[src/rtl/detect_event_logger.sv]
// rtl/detect_event_logger.sv - timestamped FIFO logger for sequence-detector hits
//
// Purpose: each cycle the upstream detector is high while enabled, the current
// free-running timestamp is appended to a small FIFO. Detections that arrive
// while the FIFO is full and not being drained are dropped and flagged. All
// detections are counted with a saturating counter.
//
// Ports:
//   clock        rising-edge clock
//   reset        asynchronous active-low reset
//   detector_in  1 = detection this cycle
//   enable       1 = timestamp runs and detections are sampled
//   clear        synchronous clear of all logger state (beats everything else)
//   rd_ready     consumer accepts the head entry
//   rd_valid     FIFO non-empty
//   rd_data      timestamp held in the head entry
//   fifo_level   entries held, 0..DEPTH
//   event_count  saturating count of all detections (stored or dropped)
//   overflow     sticky: a detection was dropped
module detect_event_logger #(
  parameter int TS_WIDTH  = 16,
  parameter int DEPTH     = 8,
  parameter int CNT_WIDTH = 16
) (
  input  logic                   clock,
  input  logic                   reset,
  input  logic                   detector_in,
  input  logic                   enable,
  input  logic                   clear,
  input  logic                   rd_ready,
  output logic                   rd_valid,
  output logic [TS_WIDTH-1:0]    rd_data,
  output logic [$clog2(DEPTH):0] fifo_level,
  output logic [CNT_WIDTH-1:0]   event_count,
  output logic                   overflow
);

  localparam int PTR_W = $clog2(DEPTH);
  localparam int LVL_W = PTR_W + 1;
  localparam logic [LVL_W-1:0] FULL_LEVEL = LVL_W'(DEPTH);

  logic [TS_WIDTH-1:0] ts;
  logic [TS_WIDTH-1:0] mem [DEPTH];
  logic [PTR_W-1:0]    wr_ptr;
  logic [PTR_W-1:0]    rd_ptr;

  logic event_fire;
  logic full;
  logic pop;
  logic push;
  logic drop;

  // Outputs come straight from registers (level, head pointer, storage), so
  // there is no combinational path from detector_in or rd_ready to them.
  assign rd_valid = (fifo_level != '0);
  assign rd_data  = mem[rd_ptr];

  assign event_fire = enable & detector_in;
  assign full       = (fifo_level == FULL_LEVEL);
  assign pop        = rd_valid & rd_ready;
  // A full FIFO still accepts a new entry when the head leaves on the same edge.
  assign push       = event_fire & (~full | pop);
  assign drop       = event_fire & full & ~pop;

  always_ff @(posedge clock or negedge reset) begin
    if (!reset) begin
      ts          <= '0;
      wr_ptr      <= '0;
      rd_ptr      <= '0;
      fifo_level  <= '0;
      event_count <= '0;
      overflow    <= 1'b0;
    end else if (clear) begin
      ts          <= '0;
      wr_ptr      <= '0;
      rd_ptr      <= '0;
      fifo_level  <= '0;
      event_count <= '0;
      overflow    <= 1'b0;
    end else begin
      if (enable) begin
        ts <= ts + TS_WIDTH'(1);
      end

      // Pointers are PTR_W bits wide and DEPTH is a power of two, so they
      // wrap modulo DEPTH without extra logic.
      if (push) begin
        wr_ptr <= wr_ptr + PTR_W'(1);
      end
      if (pop) begin
        rd_ptr <= rd_ptr + PTR_W'(1);
      end

      if (push && !pop) begin
        fifo_level <= fifo_level + LVL_W'(1);
      end else if (pop && !push) begin
        fifo_level <= fifo_level - LVL_W'(1);
      end

      if (event_fire && (event_count != '1)) begin
        event_count <= event_count + CNT_WIDTH'(1);
      end

      if (drop) begin
        overflow <= 1'b1;
      end
    end
  end

  // Storage carries no reset; pointers and level define which entries are live.
  // The logged value is ts before this edge's increment.
  always_ff @(posedge clock) begin
    if (push && !clear) begin
      mem[wr_ptr] <= ts;
    end
  end

endmodule

[config.mk]
export PLATFORM = sky130hd
export DESIGN_NAME = detect_event_logger
export DESIGN_NICKNAME = d
export VERILOG_FILES = /design/src/rtl/detect_event_logger.sv
export SDC_FILE = /design/constraint.sdc
export NUM_CORES = 1
export LEC_CHECK = 0
export BUFFER_PORTS_ARGS = -buffer_cell sky130_fd_sc_hd__buf_2
export CAP_MARGIN = 20
export CELL_PAD_IN_SITES_DETAIL_PLACEMENT = 2
export CELL_PAD_IN_SITES_GLOBAL_PLACEMENT = 2
export CORE_MARGIN = 1
export CORE_UTILIZATION = 48
export CTS_CLUSTER_DIAMETER = 40
export DETAILED_ROUTE_END_ITERATION = 10
export PLACE_DENSITY = 0.89
export REMOVE_ABC_BUFFERS = 1
export SYNTH_ARGS = -nofsm -noshare
export SYNTH_HDL_FRONTEND = slang
export SYNTH_SLANG_ARGS = --single-unit
[constraint.sdc]
create_clock -name clock -period 5.64 [get_ports clock]
set_input_delay 0 -clock clock [delete_from_list [all_inputs] [get_ports clock]]
set_output_delay 0 -clock clock [all_outputs]
set_load 0.05 [all_outputs]
==> impl_results.md <==
* Rel. slew slack at 37.7%
* Layout cells sized above 1 at 28.6%
* Crit end category: flip-flop
* 1st-iter DRT viols at 268
* Setup violations, final at 0
* Synth cell types at 48
* Vias at 4320
* Setup TNS at 0 ps
* DRC Markers at 4
* CTS buffer count at 17
* Sequential-to-total area share from yosys stat at 67.4%
* Dpl ws at 2820 ps
* Ys Warns at 0
* Peak supply drop at 0.250 mV
* Antenna violations before repair at 0
* Power Density at 414 nW/um^2
* Starting Density at 49.6%
* Commonest cells after routing, fill and taps aside: edfxtp_1 (128), buf_2 (43), dfrtp_1 (41)
* Fin crit period at 2840 ps
* CTS root buf: clkbuf_16
* Port-buffer cells at 43
* Flops & latches, synth at 171
* Violated checks: DRC
* I/O pins at 44
* Post-detailed-placement half-perimeter wirelength at 11700 um
* Vias/cell at 6.09
* Commonest non-fill, non-tap cell in the layout: edfxtp_1
* Hold Crit Start: clear
* Drt pass-1 iters at 9
* Post-CTS Setup Bufs at 0
* Post-synth EDFFs at 128
* Status: finished with violations
* Tot Pwr at 3.48 mW
* CTS tree: yes
* Worst Setup Path Type: flip-flop to flip-flop
* LEAKAGE at 3.07 nW
* Worst r2r src: fifo_level[1]$_DFFE_PN0P_
* Arrival @ worst endpoint at 3180 ps
* Post-synthesis average cell area at 16.0 um^2
* Die Ht at 125 um
* RSZ-0062 raised after global routing: false
* Dpl cells at 671
* Number of global-route vias before repair at 4822
* Synth Instances at 455
* Clk slew on worst S/H paths at 60 ps
* Register area at 4920 um^2
* Final cycle utilization of the critical path at 50.4%
* Worst Hold Depth at 3
* Clk_lat worst skew at 430 ps
* Synth Flop Type: edfxtp_1
* Number of clock sinks at 171
* R2r endpoint: fifo_level[3]$_DFFE_PN0P_
* Total core area at 14700 um^2
* CP required at 5980 ps
* Finished Cell Area at 8420 um^2
* Final ANT Viol Nets at 0
* Total gr overflow at 0
* Post-DP Area at 7730 um^2
* Async SR Flop Fraction at 25.1%
* Non-filler cells, final at 709
* Clk_skew at 13.8 ps
* Crit-path max FO at 7
* Hold-fix buffers, CTS at 3
* Slack of the critical path at 2800 ps
* Area delta synth->final at 15.4%
* Worst hold path type: input pin to flip-flop
* CP Launch Type: flip-flop
* Die area at 15700 um^2
* Synth Cell Area at 7290 um^2
* Die W at 125 um
* Number of fill cells in the layout at 1238
* Final GP Congestion at 0.805
* Measured slew at the worst slew-check pin at 934 ps
* Max Cap Viol at 0
* CTS max path bufs at 2
* H-tree depth reported by CTS at 4
* WL final at 19700 um
* GRT Total Usage at 26.6%
* Resize count post-CTS at 0
* Final Hold Fails at 0
* Nets at 524
* F_max at 352 MHz
* Max-slew violations at 0
* Worst hold endpoint: ts[7]$_DFFE_PN0P_
* FP Rows at 44
* Reg2reg setup slack at 2800 ps
* Area occupied by multi-input gates at 2260 um^2
* Largest net degree at the start of global routing at 54
* Worst r2r path cells at 7
* First-pass GRT wire length at 29900 um
* Mean routed wirelength per cell at 27.8 um
## worst max-delay path, cell delays in order, from the launching register on
cell and delay [ps]:
dfrtp_1 450, or4b_1 630, nand3_1 180, ha_1 290, a21oi_1 280, nand2_1 150
or4b_1 530, a41oi_1 230
## worst max-delay path by stage
stage | startpoint | end | slack [ps] | cells past startpoint
6_report | fifo_level[1]$_DFFE_PN0P_ | fifo_level[3]$_DFFE_PN0P_ | 2800 | 7
5_1_grt | fifo_level[1]$_DFFE_PN0P_ | fifo_level[3]$_DFFE_PN0P_ | 2700 | 7
4_1_cts | fifo_level[1]$_DFFE_PN0P_ | fifo_level[3]$_DFFE_PN0P_ | 2810 | 7
3_5_place_dp | fifo_level[1]$_DFFE_PN0P_ | fifo_level[3]$_DFFE_PN0P_ | 2820 | 7
3_3_place_gp | fifo_level[1]$_DFFE_PN0P_ | fifo_level[3]$_DFFE_PN0P_ | 3040 | 7
2_1_floorplan | fifo_level[1]$_DFFE_PN0P_ | mem[1][0]$_DFFE_PP_ | 2490 | 4
## cells by family after synthesis
logic type,after synthesis,share of synthesized area [%]
DFF,171,67.4
and+or+nand+nor,132,10.1
muxes,59,14.0
AOI/OAI and AO/OA,42,3.70
buffers and inverters,29,1.72
xor gates and xnor gates,15,1.80
adders and majority gates,7,1.30
## layer usage
metal / up-vias / part of all wire (%) / track usage (%)
met5: - / 0 / 0
met3: 23 / 2.6 / 4.41
met2: 100 / 54 / 47.7
li1: 1901 / - / -
met1: 2296 / 42 / 33.3
met4: 0 / 1.5 / 7.46
## stage by stage
step,hold slack (ps),utilization (%)
3_5_place_dp,248,52.6
6_report,175,57.3
2_1_floorplan,-296,-
4_1_cts,162,57.0
3_3_place_gp,231,52.6
5_1_grt,205,57.2
## where the power goes
group          switching [mW]  internal, mW
Combinational           0.512         0.285
Sequential             0.0680          1.38
Clock                   0.501         0.742
## Yosys cell counts, types with 5 or more instances
master | number | share of area, %
edfxtp_1 | 128 | 53
dfrtp_1 | 43 | 15
nor2_1 | 35 | 1.8
mux4_2 | 32 | 9.9
mux2_2 | 23 | 3.6
nand2_1 | 17 | 0.87
a21oi_1 | 16 | 1.1
nand3_1 | 15 | 1.0
clkbuf_1 | 13 | 0.67
nor3_1 | 9 | 0.62
inv_1 | 8 | 0.41
nand4_1 | 8 | 0.69
nor2b_1 | 8 | 0.69
nor4_1 | 8 | 0.69
xnor2_1 | 8 | 0.96
o31ai_1 | 7 | 0.72
xor2_1 | 7 | 0.84
ha_1 | 6 | 1.0
or3_1 | 6 | 0.51
o21ai_0 | 5 | 0.34
or4_1 | 5 | 0.51
## final cells by class
cell class | count | share of cell area, %
flip-flops and latches | 171 | 58.5
multi-input cells | 255 | 26.8
clock buffers | 17 | 5.05
repair buffers | 58 | 4.16
well taps | 184 | 2.74
clock inverters | 15 | 2.33
inverters | 8 | 0.357
diodes | 1 | 0.0297
## sequential cells by signal, summed over array words and instances, names as in the netlist
name and cells:
wr_ptr 3, event_count 16, fifo_level 4, overflow 1, rd_ptr 3, ts 16, mem 128
Power figures use the tool's default switching activity.
